$ cat src/rtl/m_axi_read_engine.sv
// m_axi_read_engine: AXI4-Lite single-beat read master streaming a word run to the sequencer.
module m_axi_read_engine #(
  parameter int GLOB_ADDR_WIDTH = 32,
  parameter int GLOB_DATA_WIDTH = 32,
  parameter int CNT_WIDTH       = 8,
  parameter int MAX_OUTSTANDING = 4,
  parameter int ADDR_STRIDE     = 4,
  parameter int TIMEOUT_CYCLES  = 1024
) (
  input  logic                       clk,
  input  logic                       reset,
  input  logic                       cmd_valid,
  output logic                       cmd_ready,
  input  logic [GLOB_ADDR_WIDTH-1:0] cmd_addr,
  input  logic [CNT_WIDTH-1:0]       cmd_len,
  output logic [GLOB_DATA_WIDTH-1:0] rd_data,
  output logic                       rd_valid,
  input  logic                       rd_ready,
  output logic                       rd_last,
  output logic                       done,
  output logic                       err,
  output logic [1:0]                 err_resp,
  output logic                       timeout,
  output logic [GLOB_ADDR_WIDTH-1:0] M_AXI_ARADDR,
  output logic                       M_AXI_ARVALID,
  input  logic                       M_AXI_ARREADY,
  input  logic [GLOB_DATA_WIDTH-1:0] M_AXI_RDATA,
  input  logic [1:0]                 M_AXI_RRESP,
  input  logic                       M_AXI_RVALID,
  output logic                       M_AXI_RREADY
);
  typedef enum logic [1:0] {IDLE, RUN, DONE} state_t;
  localparam int OW = $clog2(MAX_OUTSTANDING + 1);
  localparam int TW = $clog2(TIMEOUT_CYCLES + 2);
  state_t state;
  logic [CNT_WIDTH-1:0] len, issued, received, issued_n;
  logic [OW-1:0] outstanding, out_n;
  logic [TW-1:0] tcnt;
  logic ar_hs, r_hs, last_hs, issue, tmo;
  assign cmd_ready = state == IDLE;
  assign rd_data = M_AXI_RDATA;
  // Beats outside RUN are late stragglers: accept and drop them.
  assign rd_valid = state == RUN && M_AXI_RVALID;
  assign M_AXI_RREADY = state != RUN || rd_ready;
  assign rd_last = state == RUN && received == len - 1'b1;
  assign ar_hs = M_AXI_ARVALID && M_AXI_ARREADY;
  assign r_hs = rd_valid && rd_ready;
  assign last_hs = r_hs && rd_last;
  assign issued_n = issued + CNT_WIDTH'(ar_hs);
  assign out_n = outstanding + OW'(ar_hs) - OW'(r_hs);
  assign issue = issued_n < len && out_n < OW'(MAX_OUTSTANDING);
  assign tmo = TIMEOUT_CYCLES > 0 && !ar_hs && !r_hs && tcnt == TW'(TIMEOUT_CYCLES - 1);
  always_ff @(posedge clk or posedge reset) begin
    if (reset) begin
      state <= IDLE;
      len <= '0;
      issued <= '0;
      received <= '0;
      outstanding <= '0;
      tcnt <= '0;
      M_AXI_ARVALID <= 1'b0;
      M_AXI_ARADDR <= '0;
      done <= 1'b0;
      err <= 1'b0;
      err_resp <= 2'b00;
      timeout <= 1'b0;
    end else begin
      done <= 1'b0;
      case (state)
        IDLE: if (cmd_valid) begin
          len <= cmd_len;
          issued <= '0;
          received <= '0;
          outstanding <= '0;
          tcnt <= '0;
          err <= 1'b0;
          err_resp <= 2'b00;
          timeout <= 1'b0;
          M_AXI_ARADDR <= cmd_addr;
          M_AXI_ARVALID <= cmd_len != '0;
          done <= cmd_len == '0;
          state <= cmd_len == '0 ? DONE : RUN;
        end
        RUN: begin
          issued <= issued_n;
          outstanding <= out_n;
          received <= received + CNT_WIDTH'(r_hs);
          tcnt <= (ar_hs || r_hs) ? '0 : tcnt + 1'b1;
          if (r_hs && M_AXI_RRESP != 2'b00) begin
            err <= 1'b1;
            if (!err) err_resp <= M_AXI_RRESP;
          end
          if (last_hs || tmo) begin
            state <= DONE;
            done <= 1'b1;
            timeout <= tmo;
            M_AXI_ARVALID <= 1'b0;
          end else if (!M_AXI_ARVALID || M_AXI_ARREADY) begin
            // ARADDR holds the last issued address, so the next one is one stride on.
            M_AXI_ARVALID <= issue;
            if (issue) M_AXI_ARADDR <= M_AXI_ARADDR + GLOB_ADDR_WIDTH'(ADDR_STRIDE);
          end
        end
        default: state <= IDLE;
      endcase
    end
  end
endmodule

$ cat config.mk
export PLATFORM = sky130hd
export DESIGN_NAME = m_axi_read_engine
export DESIGN_NICKNAME = d
export VERILOG_FILES = /design/src/rtl/m_axi_read_engine.sv
export SDC_FILE = /design/constraint.sdc
export NUM_CORES = 1
export LEC_CHECK = 0
export CAP_MARGIN = 10
export CORE_UTILIZATION = 45
export DETAILED_ROUTE_END_ITERATION = 6
export PLACE_DENSITY = 0.84
export SYNTH_ARGS = -nofsm -noshare
export SYNTH_HDL_FRONTEND = slang
export SYNTH_SLANG_ARGS = --single-unit
export TNS_END_PERCENT = 30
$ cat constraint.sdc
create_clock -name clk -period 7 [get_ports clk]
set_input_delay 1.05 -clock clk [delete_from_list [all_inputs] [get_ports clk]]
set_output_delay 1.05 -clock clk [all_outputs]
set_load 0.02 [all_outputs]
==> results of run 1 <==
-- registers in the layout, indices dropped and copies added (netlist names) --
name / count
err: 1
state: 2
done: 1
tcnt: 11
outstanding: 3
timeout: 1
received: 8
M_AXI_ARADDR: 32
issued: 8
len: 8
err_resp: 2
M_AXI_ARVALID: 1
-- area by class of cell --
| type | instances | share of cell area [%] |
|---|---|---|
| Multi-Input combinational cell | 388 | 42.2 |
| Sequential cell | 78 | 33.9 |
| Timing Repair Buffer | 95 | 16.3 |
| Tap cell | 136 | 2.96 |
| Clock buffer | 11 | 2.28 |
| Clock inverter | 4 | 1.26 |
| Inverter | 17 | 1.11 |
-- cell usage in the layout, fill, tap and decap left out, drive strengths merged, types with 3 or more instances in the layout --
cell / n
clkdlybuf4s50: 89
dfrtp: 78
nand2: 62
o21ai: 49
nor2: 38
nand3: 32
ha: 17
inv: 17
and3: 16
a21oi: 16
xnor2: 12
nand4: 11
a211oi: 11
clkbuf: 11
a22o: 10
nor3: 9
a311oi: 9
xor2: 7
o211ai: 7
nand2b: 6
buf: 6
nor4: 6
and2: 5
o31ai: 5
and4: 5
a31oi: 4
o311ai: 4
or2: 4
o22ai: 3
a21o: 3
o41ai: 3
or4: 3
nor2b: 3
-- report_power, final --
group          internal [mW]  total [mW]  leakage, nW  switching [mW]
Clock                  0.199       0.361       0.0994           0.162
Sequential             0.613       0.817        0.958           0.204
Combinational          0.552        1.32         1.35           0.765
-- critical path: cells and delay by family --
family          cells  cell delay (ns)
buf+inv             2             0.56
simple gates        5             1.33
xor+xnor            1             0.22
fa+ha+maj           3             0.65
compound gates      5             1.32
-- worst paths after layout --
check | startpoint | end | slack, ns | cells past startpoint
min | M_AXI_ARADDR[1]$_DFFE_PP0P_ | M_AXI_ARADDR[1]$_DFFE_PP0P_ | 0.49 | 2
min reg2reg | M_AXI_ARADDR[1]$_DFFE_PP0P_ | M_AXI_ARADDR[1]$_DFFE_PP0P_ | 0.49 | 2
max in group asynchronous | reset | tcnt[1]$_DFFE_PP0P_ | 5.04 | 3
max reg2reg | state[0]$_DFFE_PP0P_ | M_AXI_ARADDR[5]$_DFFE_PP0P_ | 2.66 | 15
max | M_AXI_ARREADY | M_AXI_ARADDR[5]$_DFFE_PP0P_ | 2.10 | 16
min in group asynchronous | reset | M_AXI_ARADDR[12]$_DFFE_PP0P_ | 1.32 | 3
-- stage by stage --
| stage | util [%] | hold slack, ns | setup WS (ns) | cell area [µm²] | total power [mW] |
|---|---|---|---|---|---|
| final | 55.8 | 0.488 | 2.10 | 5760 | 2.49 |
| after global routing | 55.8 | 0.535 | 1.65 | 5760 | 2.67 |
| after CTS | 55.8 | 0.501 | 2.14 | 5760 | 2.48 |
| after detailed placement | 53.8 | 0.483 | 1.81 | 5550 | 2.11 |
| after global placement | 53.8 | 0.462 | 1.90 | 5550 | 2.06 |
| after floorplan | - | 0.443 | 2.98 | 4780 | 1.69 |
-- cell families after synthesis --
kind of cell,after synthesis,synth area share (%)
multiplexers,1,0.235
XOR/XNOR,19,3.48
buffers and inverters,74,8.55
AND/OR/NAND/NOR,206,21.5
AO/OA/AOI/OAI,144,20.5
flip-flops,78,40.8
adder cells (fa/ha/maj),18,4.87
-- metal layers --
layer | up-vias | global-route usage (%) | routed length, µm
met3 | 43 | 4.12 | 902
met4 | 0 | 10.9 | 351
li1 | 2045 | - | -
met2 | 217 | 37.4 | 5800
met5 | - | 0 | 0
met1 | 2071 | 30.6 | 5360
==> results.md, run 1 <==
- Initial DRT Pass Iterations: 4
- Initial antenna violation count: 0
- Library cells used by synthesis: 64
- Slew Limit Headroom: 34.9%
- CTS tree: yes
- Footprint of the multi-input gates: 2430 µm²
- Final WL: 12.4 mm
- CP Launch Type: primary input
- Row count: 37
- Count leader, synth: dfrtp_1
- Average wire per standard cell: 17.0 µm
- Worst path arrival time: 5.15 ns
- CTS sink cnt: 78
- Fmax: 204 MHz
- Share of layout cells above drive strength 1: 5.90%
- Final setup violation count: 0
- Total GRT Usage: 23.3%
- Post-Syn Area: 4780 µm²
- Clock buffer count from CTS: 9
- Total vias in the final route: 4376
- Die W: 105 µm
- DRT antenna net count: 0
- Finished Layout Cells: 729
- Post-DP HPWL: 8.70 mm
- Setup Buffers After CTS: 0
- H-tree depth: 3
- Clk buf depth: 2
- Tightest Pin Transition: 0.975 ns
- Leading area contributor after synthesis: dfrtp_1
- Post-CTS Hold Fix Bufs: 0
- Routability Congestion: 0.858
- Setup TNS Final: 0 ns
- Synthesized flop and latch total: 78
- Grt total ovfl: 0
- Synth top area share: 40.8%
- Via density: 6.00
- Core area: 10300 µm²
- PD cells: 433 nW/µm²
- Ys async rst share: 100%
- Post-CTS Resized: 0
- Height of the die: 105 µm
- Largest net degree at the start of global routing: 79
- Initial drt markers: 244
- # DRC: 0
- Min-delay worst type: flop to flop
- Register area: 1950 µm²
- DP Cell Count: 714
- Ports: 154
- Final Cycle Share: 69.9%
- CP max stage delay: 0.76 ns
- CP required: 7.25 ns
- Gate Count Post-Synth: 540
- Pleak: 2.40 nW
- Initial Util: 46.3%
- Top post-synthesis cells by count: 78 x dfrtp_1, 61 x nand2_1, 47 x o21ai_0
- Clk root buf: clkbuf_8
- RSZ-0062 raised after global routing: false
- Layout Area Growth over Synthesis: 20.4%
- Minimum clock period: 4.90 ns
- Main synth FF type: dfrtp_1
- N_diodes: 0
- Fillers: 891
- Max-Cap Viols: 0
- Die area: 11000 µm²
- Net count, final: 687
- Synthesized netlist net count: 638
- First-pass GRT wire length: 20.7 mm
- Cell Chain, Critical Path: clkdlybuf4s50_1, nand2_1, inv_1, ha_1, ha_1, nand3_1, xnor2_1, ha_1, a21oi_1, nor2b_1, a2111oi_0, o31ai_1, a211o_1, nor2_2, nand2_1, o311ai_1
- Worst ir drop on vdd: 0.176 mV
- Final hold violation count: 0
- Critical Path Sink Type: flop
- Yosys warnings: 0
- Syn_area_per_cell: 8.86 µm²
- Final Slew Violations: 0
- Sequential-to-total area share from yosys stat: 40.8%
- Vias in the first global route: 4239
- Critical path's slowest cell: nor2_2
- Clk_skew: 0.0132 ns
- Largest fanout on the critical path: 25
- Crit-path most repeated cell: ha_1
- Clock transition at the registers of the reported paths: 0.09 ns
- Post-synth EDFFs: 0
- CP Class: primary input to flop
- Outcome: complete, no violations
- Top cells by area, synth: dfrtp_1 41%, buf_4 5.0%, o21ai_0 4.9%, nand2_1 4.8%, ha_1 4.4%
- Clk_lat worst skew: 0.35 ns
- IO buf count: 89
No activity file was read; power rests on OpenSTA's default activity.
==> run 2: changes to the inputs <==
- clock period: 7 -> 5.1 ns (I/O delays scaled with it)
==> results.md, run 2 (synthesis results as in run 1) <==
- Fmax: 234 MHz
- Tightest Pin Transition: 1.03 ns
- Setup TNS Final: 0 ns
- Average wire per standard cell: 17.2 µm
- Most frequent cells in the layout: 89 x clkdlybuf4s50_1, 78 x dfrtp_1, 61 x nand2_1, 47 x o21ai_0, 36 x nor2_1
- Clock buffer count from CTS: 9
- Initial antenna violation count: 0
- Routability Congestion: 0.934
- Net Switching: 1.56 mW
- Dpl cell area: 5560 µm²
- Pwr Total: 3.46 mW
- Worst path arrival time: 4.53 ns
- Initial drt markers: 323
- Outcome: complete, no violations
- CP Class: primary input to flop
- Core area: 10300 µm²
- DP Cell Count: 715
- CTS sink cnt: 78
- Via density: 6.14
- PD cells: 598 nW/µm²
- Largest regs: M_AXI_ARADDR: 32 flops, tcnt: 11 flops
- Die area: 11000 µm²
- P_int: 1.89 mW
- # DRC: 0
- Final setup violation count: 0
- Final Slew Violations: 0
- Setup Buffers After CTS: 0
- Part of the power in combinational logic: 52.1%
- IO buf count: 89
- RSZ-0062 raised after global routing: false
- Max-Cap Viols: 0
- Post-CTS Hold Fix Bufs: 0
- Final Cycle Share: 83.7%
- Clk root buf: clkbuf_8
- Share of layout cells above drive strength 1: 6.40%
- DRT antenna net count: 0
- Height of the die: 105 µm
- Part of the power in registers: 32.7%
- Grt total ovfl: 0
- Minimum clock period: 4.27 ns
- Commonest non-fill, non-tap cell in the layout: clkdlybuf4s50_1
- Clk_skew: 0.0180 ns
- Final core utilization: 56.0%
- Fillers: 876
- Net count, final: 688
- Total GRT Usage: 23.3%
- First-pass GRT wire length: 20.7 mm
- Clock transition at the registers of the reported paths: 0.09 ns
- Largest register FFs: 32
- Largest net degree at the start of global routing: 51
- Critical Path Sink Type: flop
- Final hold violation count: 0
- Post-CTS Resized: 0
- Sw Share: 45.2%
- H-tree depth: 3
- Initial DRT Pass Iterations: 5
- CP Launch Type: primary input
- Final Instance Area: 5780 µm²
- Worst ir drop on vdd: 0.247 mV
- Top reg by flops: M_AXI_ARADDR
- Initial Util: 46.3%
- Clk buf depth: 2
- Row count: 37
- Post-DP HPWL: 8.91 mm
- Vias in the first global route: 4245
- Final WL: 12.6 mm
- Slew Limit Headroom: 31.5%
- Pleak: 2.41 nW
- CP required: 5.37 ns
- CTS tree: yes
- N_diodes: 0
- Layout Area Growth over Synthesis: 20.9%
- Clock share of power: 15.2%
- Min-delay worst type: flop to flop
- Total vias in the final route: 4480
- Largest fanout on the critical path: 15
- Die W: 105 µm
- Finished Layout Cells: 730
- Ports: 154
- Clk_lat worst skew: 0.36 ns
run 2: final timing paths:
kind | startpoint | cells past startpoint | to | slack (ns)
max in group asynchronous | reset | 3 | issued[1]$_DFFE_PP0P_ | 3.14
worst min-delay path | M_AXI_ARADDR[0]$_DFFE_PP0P_ | 2 | M_AXI_ARADDR[0]$_DFFE_PP0P_ | 0.48
min in group asynchronous | reset | 2 | M_AXI_ARADDR[16]$_DFFE_PP0P_ | 0.97
worst max register to register | state[0]$_DFFE_PP0P_ | 16 | M_AXI_ARADDR[10]$_DFFE_PP0P_ | 1.02
worst min register to register | M_AXI_ARADDR[0]$_DFFE_PP0P_ | 2 | M_AXI_ARADDR[0]$_DFFE_PP0P_ | 0.48
worst max-delay path | M_AXI_RVALID | 16 | M_AXI_ARADDR[10]$_DFFE_PP0P_ | 0.83
run 2: area by class of cell:
cell class / count / area, µm² / share of cell area, %
Clock buffer: 10 / 138 / 2.38
Clock inverter: 5 / 83.8 / 1.45
Inverter: 17 / 63.8 / 1.10
Multi-Input combinational cell: 388 / 2430 / 42.1
Sequential cell: 78 / 1950 / 33.8
Tap cell: 136 / 170 / 2.94
Timing Repair Buffer: 96 / 943 / 16.3
run 2: power by group through the flow:
stage | clock, mW | sequential [mW] | combinational (mW)
6_report | 0.527 | 1.13 | 1.80
5_1_grt | 0.559 | 1.17 | 1.98
4_1_cts | 0.533 | 1.12 | 1.79
2_1_floorplan | 0 | 1.21 | 1.11
3_3_place_gp | 0 | 1.11 | 1.73
3_5_place_dp | 0 | 1.13 | 1.78
run 2: stage by stage:
stage          hold WS [ns]  setup slack [ns]
6_report              0.485             0.832
3_5_place_dp          0.471             0.536
3_3_place_gp          0.461             0.673
2_1_floorplan         0.443              1.37
5_1_grt               0.528             0.489
4_1_cts               0.490             0.899
run 2: metal layers:
layer  global-route usage (%)  share of wire (%)  vias up
met2                     36.3                 45      265
met4                     12.4                3.4        0
li1                         -                  -     2047
met3                     4.43                8.9       45
met5                        0                  0        -
met1                     30.7                 42     2123
run 2: worst max-delay path, cell delays in order:
cell and delay [ns]:
clkdlybuf4s50_1 0.45, and2_1 0.13, nand2_1 0.11, ha_1 0.31, ha_1 0.14, inv_1 0.05
fa_1 0.38, xnor2_1 0.28, xnor2_1 0.11, a211oi_1 0.24, o31ai_1 0.15, a211o_1 0.37
nor2_2 0.35, buf_4 0.29, a211oi_1 0.10, a311oi_1 0.30
